## config.mk

```make
export PLATFORM = sky130hd
export DESIGN_NAME = systolic_ctrl
export DESIGN_NICKNAME = d
export VERILOG_FILES = /design/src/rtl/systolic_ctrl.sv
export SDC_FILE = /design/constraint.sdc
export NUM_CORES = 1
export LEC_CHECK = 0
export CAP_MARGIN = 20
export CORE_ASPECT_RATIO = 0.5
export CORE_MARGIN = 1.5
export CORE_UTILIZATION = 38
export DETAILED_ROUTE_END_ITERATION = 12
export SYNTH_ARGS = -nofsm -noshare
export SYNTH_HDL_FRONTEND = slang
export SYNTH_SLANG_ARGS = --single-unit
export TNS_END_PERCENT = 30
```

## constraint.sdc

```tcl
create_clock -name clk -period 3.21 [get_ports clk]
set_clock_uncertainty 0.2 [all_clocks]
set_input_delay 0.4815 -clock clk [delete_from_list [all_inputs] [get_ports clk]]
set_output_delay 0.4815 -clock clk [all_outputs]
set_load 0.005 [all_outputs]
```

## src/rtl/systolic_ctrl.sv

```systemverilog
// Systolic array sequencer: loads N weight rows, streams K data vectors,
// waits for the skewed wavefront to leave the array, then pulses done.
//
// state   | meaning
// --------+---------------------------------------------------------
// IDLE    | waiting for start with a non-zero vector count
// LOAD_W  | N cycles shifting weights in, farthest row first
// COMPUTE | K cycles reading data vectors at addresses 0..K-1
// DRAIN   | N + N*PE_LAT cycles for the last results to emerge
// DONE    | one-cycle completion pulse
module systolic_ctrl #(
    parameter int N      = 4,
    parameter int PE_LAT = 3,
    parameter int CNT_W  = 8
) (
    input  logic             clk,
    input  logic             reset,
    input  logic             start,
    input  logic             abort,
    input  logic [CNT_W-1:0] num_vec,
    output logic             busy,
    output logic             done,
    output logic             pe_cntrl,
    output logic             w_rd_en,
    output logic [CNT_W-1:0] w_addr,
    output logic             d_rd_en,
    output logic [CNT_W-1:0] d_addr,
    output logic [N-1:0]     row_valid,
    output logic [N-1:0]     col_valid
);

    // Drain length equals the longest delay tap (last column's result valid).
    localparam int D  = N + N * PE_LAT;
    localparam int DW = $clog2(D);
    localparam int CW = (DW > CNT_W) ? DW : CNT_W;
    localparam logic [CW-1:0]    C_ONE = 1;
    localparam logic [CNT_W-1:0] A_ONE = 1;

    typedef enum logic [2:0] {IDLE, LOAD_W, COMPUTE, DRAIN, DONE} state_t;

    state_t           state;
    logic [CW-1:0]    cnt;
    logic [CNT_W-1:0] k;
    logic [D-1:0]     dly;

    // Sequencer: down-counter per phase, all outputs registered.
    always_ff @(posedge clk) begin
        if (reset) begin
            state    <= IDLE;
            cnt      <= '0;
            k        <= '0;
            busy     <= 1'b0;
            done     <= 1'b0;
            pe_cntrl <= 1'b0;
            w_rd_en  <= 1'b0;
            w_addr   <= '0;
            d_rd_en  <= 1'b0;
            d_addr   <= '0;
        end else if (abort && state != IDLE) begin
            state    <= IDLE;
            cnt      <= '0;
            busy     <= 1'b0;
            done     <= 1'b0;
            pe_cntrl <= 1'b0;
            w_rd_en  <= 1'b0;
            w_addr   <= '0;
            d_rd_en  <= 1'b0;
            d_addr   <= '0;
        end else begin
            case (state)
                IDLE: begin
                    if (start && num_vec != '0) begin
                        state    <= LOAD_W;
                        k        <= num_vec;
                        cnt      <= CW'(N - 1);
                        busy     <= 1'b1;
                        pe_cntrl <= 1'b1;
                        w_rd_en  <= 1'b1;
                        w_addr   <= CNT_W'(N - 1);
                    end
                end
                LOAD_W: begin
                    if (cnt == '0) begin
                        state    <= COMPUTE;
                        cnt      <= CW'(k) - C_ONE;
                        pe_cntrl <= 1'b0;
                        w_rd_en  <= 1'b0;
                        w_addr   <= '0;
                        d_rd_en  <= 1'b1;
                        d_addr   <= '0;
                    end else begin
                        cnt    <= cnt - C_ONE;
                        w_addr <= w_addr - A_ONE;
                    end
                end
                COMPUTE: begin
                    if (cnt == '0) begin
                        state   <= DRAIN;
                        cnt     <= CW'(D - 1);
                        d_rd_en <= 1'b0;
                        d_addr  <= '0;
                    end else begin
                        cnt    <= cnt - C_ONE;
                        d_addr <= d_addr + A_ONE;
                    end
                end
                DRAIN: begin
                    if (cnt == '0) begin
                        state <= DONE;
                        done  <= 1'b1;
                    end else begin
                        cnt <= cnt - C_ONE;
                    end
                end
                DONE: begin
                    state <= IDLE;
                    done  <= 1'b0;
                    busy  <= 1'b0;
                end
                default: begin
                    state <= IDLE;
                end
            endcase
        end
    end

    // Valid delay line: tap m is d_rd_en delayed m+1 cycles; wiped on abort.
    always_ff @(posedge clk) begin
        if (reset) begin
            dly <= '0;
        end else if (abort && state != IDLE) begin
            dly <= '0;
        end else begin
            dly <= {dly[D-2:0], d_rd_en};
        end
    end

    // Row i taps delay i+1; column j taps delay 1+j+N*PE_LAT.
    assign row_valid = dly[N-1:0];
    assign col_valid = dly[D-1:N*PE_LAT];

endmodule

```

Yosys cells after proc, flatten, opt, wreduce, memory -nomap -nowiden
Cells that the tools add are included.
- add/sub/neg operators: 4
- $mul: 0
- divide/modulo/power cells: 0
- $lt $le $gt $ge: 0
- eq/ne operators: 9
- shift-type cells: 0
- multiplexer cells: 22
- bitwise operators: 1
- reduce and logical (&&, ||, !) cells: 21
- operators with widths (kind ; number):
    $mux 8 ; 7
    $pmux 8 s2 ; 2
    $pmux 8 s4 ; 1
    $sub 8x1->8 const B ; 3
    $mux 3 ; 4
    $pmux 3 s4 ; 1
    $reduce_and 3->1 ; 4
    $ne 2x2->1 const B ; 5
    $add 8x1->8 const B ; 1
    $logic_not 8->1 ; 1
    $pmux 1 s2 ; 4
    $reduce_and 2->1 ; 4
    $reduce_bool 2->1 ; 4
    $reduce_bool 8->1 ; 1
    $eq 3x2->1 const B ; 2
    $reduce_and 4->1 ; 1
    $reduce_bool 4->1 ; 1
    $eq 3x1->1 const B ; 1
    $eq 3x3->1 const B ; 1
    $logic_not 3->1 ; 1
    $mux 1 ; 3
    $reduce_bool 3->1 ; 1
    $logic_and 1x1->1 ; 2
    $reduce_or 2->1 ; 1
    $not 1->1 ; 1
- register bits after elaboration: 55
- latch bits: 0
- memory bits (writable): 0
- ROM bits: 0
- bits of input ports: 12
- output and inout bits: 29
- memories: 0

Longest topological paths before layout
- depth in word-level cells: 4
- depth in mapped cells: 9

Worst setup path after synthesis
OpenSTA, ideal clock, no wires.
- path kind: register to register
- from: register cnt[0]
- to: register cnt[7]
- library setup time: 0.122 ns
- arrival: 1.817 ns
- data required time: 2.888 ns
- setup slack: 1.071 ns
- cell stages (with the launch flop): 9
- path buffers: 1
- clock period less this slack: 2.139 ns
- path through: dfxtp_1 -> inv_1 -> ha_1 -> or3b_1 -> buf_4 -> nor3_2 -> a221o_2 -> and2_4 -> a221o_1
- cells in the longest elaborated chain, start to end: 3
- elaborated cells on any way between the ends: 8
- those cells by class: 1 x add/sub; 1 x eq/ne; 4 x mux; 2 x reduce/logical
- ends and longest elaborated chain (what ; line ; text):
    from (decl) ; 42 ; logic [CW-1:0] cnt;
    from (signal assigned) ; 75 ; cnt <= CW'(N - 1);
    from (signal assigned) ; 85 ; cnt <= CW'(k) - C_ONE;
    from (signal assigned) ; 92 ; cnt <= cnt - C_ONE;
    $sub 8x1->8 / $logic_not 8->1 (equally long branches) ; n/a ;
    $mux 8, or another cell as far along ; 108 ; if (cnt == '0) begin
    $pmux 8 s4 / $reduce_and 3->1 (equally long branches) ; n/a ;
Several ways; a longest one is shown, not always the timed one. The select of a mux whose other input is x is not followed.
A chain may end at the register's enable or synchronous reset.

Worst setup path in the final report
- from: register cnt[0]
- to: register cnt[6]
The elaborated chain is that of the path after synthesis.

==> qor.txt <==
Run status = complete, no violations
Final #Nets = 355
Vias in the first global route = 2007
CP max FO = 8
Most frequent cell after synthesis = dfxtp_1
Hold wc startpoint = dly[11]
Root Driver = clkbuf_16
Least-Margin Pin Slew = 0.7463 ns
Clock slew at reported path FFs = 0.07 ns
Post-layout min period = 2.491 ns
Port bufs = 40
FF-to-FF setup slack = 0.72 ns
Total track usage = 0.1683
Hold Crit Class = reg2reg
Die ar. = 0.007521 mm²
Post-synth EDFFs = 0
Setup slack after layout = 0.7191 ns
Yosys reg bits = 55
Largest net degree at the start of global routing = 20
Antenna cells = 0
Crit Path Class = reg2reg
Slew Limit Fails = 0
Synth top area share = 0.4151
Yosys warns = 0
FP Rows = 21
Hold Worst Slack = 0.2272 ns
Share of cells above drive strength 1 = 0.07059
Post-synth ARST share = 0
Worst slack at placement = 0.6203 ns
CP startpoint kind = register
DRC violations left = 0
Tcrit/Tclk final = 0.7760
TNS Setup = 0 ns
Syn nets = 329
Yosys top cell by area = dfxtp_1
Pleak = 1.162 nW
Reg-to-reg startpoint = cnt[0]
Iteration-0 DRC Markers = 153
Final hold viol count = 0
RSZ-0062 raised after global routing = no
Worst path arrival time = 2.47 ns
CTS Buf Count = 5
Placed cell areas = 0.003048 mm²
Post-CTS Setup Repair Bufs = 0
Dominant cells by area after synthesis = dfxtp_1 42%, a21oi_1 6.0%, and2_1 4.5%
Remaining global-route overflow = 0
Busiest layer in global routing = met2
Cts repair resizes = 0
Power per cell area = 725.7 mW/mm²
Hold Path Sink = dly[12]
GPL Wtd Cong = 0.9184
Syn_area_per_cell = 8.475 µm²
Hold-fix buffers, CTS = 0
R2R depth = 7
Pre-Repair DR Iteration Count = 7
Placed Cells = 424
Die Wd = 121.2 µm
Final Setup Violations = 0
Worst flop-to-flop path endpoint = cnt[6]
Mapped cell area = 0.002653 mm²
Fill count = 677
GR met3 Demand/Resource = 0.05109
Main synth FF type = dfxtp_1
Hold Path Stages = 1
Starting Density = 0.3943
Netlist cell types = 49
Total number of vias = 2299
Max Freq = 0.4015 GHz
Die Ht = 62.08 µm
CTS max path bufs = 2
Worst skew pair latency = 0.29 ns
Global-route wire length before repair = 9756 µm
Met2 Track Usage GR = 0.2646
Design area = 0.003193 mm²
Sink Count = 55
Max_cap viols = 0
Max VDD drop = 0.0002960 V
DRT Wirelength = 5931 µm
Top cells by count, synth = 55 x dfxtp_1, 32 x a21oi_1, 23 x nand2_1
I/O pins = 41
Non-filler cells, final = 432
TritonCTS clock tree = yes
Rel. slew slack = 0.5025
CP Data Required Time = 3.19 ns
Final ANT Viol Nets = 0
Core area = 0.006726 mm²
Met1 track demand over resource = 0.2330
H-tree Lvls = 2
Synthesized instance count = 313
Routed WL per cell = 13.73 µm
Area grow syn2layout = 20.38%
CP endpoint kind = register
Seq/Total Area, Yosys = 0.4151
Initial antenna violation count = 0
Post-DP HPWL = 4314 µm
Vias per std cell = 5.322
==> where the power goes <==
group | internal (W) | switching, W
logic | 0.000388 | 0.000521
clock network | 0.000288 | 0.000245
registers | 0.000767 | 0.000109
==> final cells by class <==
cell class	count	area (µm²)	area share
Inverter	12	45.04	0.01411
Multi-Input combinational cell	221	1356	0.4248
Sequential cell	55	1101	0.3448
Timing Repair Buffer	44	430.4	0.1348
Clock buffer	5	125.1	0.03918
Tap cell	92	115.1	0.03605
Clock inverter	3	20.02	0.006270
==> sequential cells by signal, indices dropped and copies added, names as in the netlist <==
| name | count |
|---|---|
| busy | 1 |
| cnt | 8 |
| d_addr | 8 |
| d_rd_en | 1 |
| dly | 16 |
| done | 1 |
| k | 8 |
| state | 3 |
| w_addr | 8 |
| w_rd_en | 1 |
==> worst max-delay path by stage <==
stage | end | slack, ns | start
after floorplan | cnt[7] | 1.07 | cnt[0]
after global placement | w_addr[6] | 0.64 | num_vec[2]
after detailed placement | w_addr[2] | 0.62 | num_vec[5]
after CTS | cnt[7] | 0.76 | cnt[0]
after global routing | cnt[6] | 0.55 | cnt[0]
final | cnt[6] | 0.72 | cnt[0]
==> stage by stage <==
stage	util	total power (W)
3_3_place_gp	0.4531	0.001781
3_5_place_dp	0.4531	0.001789
2_1_floorplan	-	0.001535
4_1_cts	0.4747	0.002325
6_report	0.4747	0.002317
5_1_grt	0.4747	0.002478
==> critical path: stages (launching register included) <==
cell and delay [ns]:
dfxtp_1 0.34, inv_1 0.09, ha_1 0.20, or3b_1 0.55, nor4_1 0.47, nand3_1 0.19
a32oi_1 0.25, o21ai_1 0.09
==> layout by cell type, fill, tap and decap left out, types with 6 or more instances in the layout <==
cell type / count
o21ai_1: 6
o21ai_0: 11
nor4_1: 6
and2_1: 19
or3_1: 6
dfxtp_1: 55
nor2_1: 16
clkdlybuf4s50_1: 40
nand3_1: 18
inv_1: 12
a21oi_1: 32
nand2b_1: 9
a311oi_1: 6
nor3_1: 10
nand2_1: 23
==> cells by family after synthesis <==
kind of cell	synth area share
simple gates	0.2764
compound gates	0.1920
flops	0.4151
buf+inv	0.07359
xor+xnor	0.01981
fa+ha+maj	0.01887
mux	0.004245
==> routing by layer <==
layer | part of all wire | up-vias
met2 | 0.44 | 52
met1 | 0.51 | 1077
met3 | 0.038 | 6
li1 | - | 1164
met4 | 0.0086 | 0
met5 | 0 | -
Note: power is estimated with default switching activity, not from simulation.
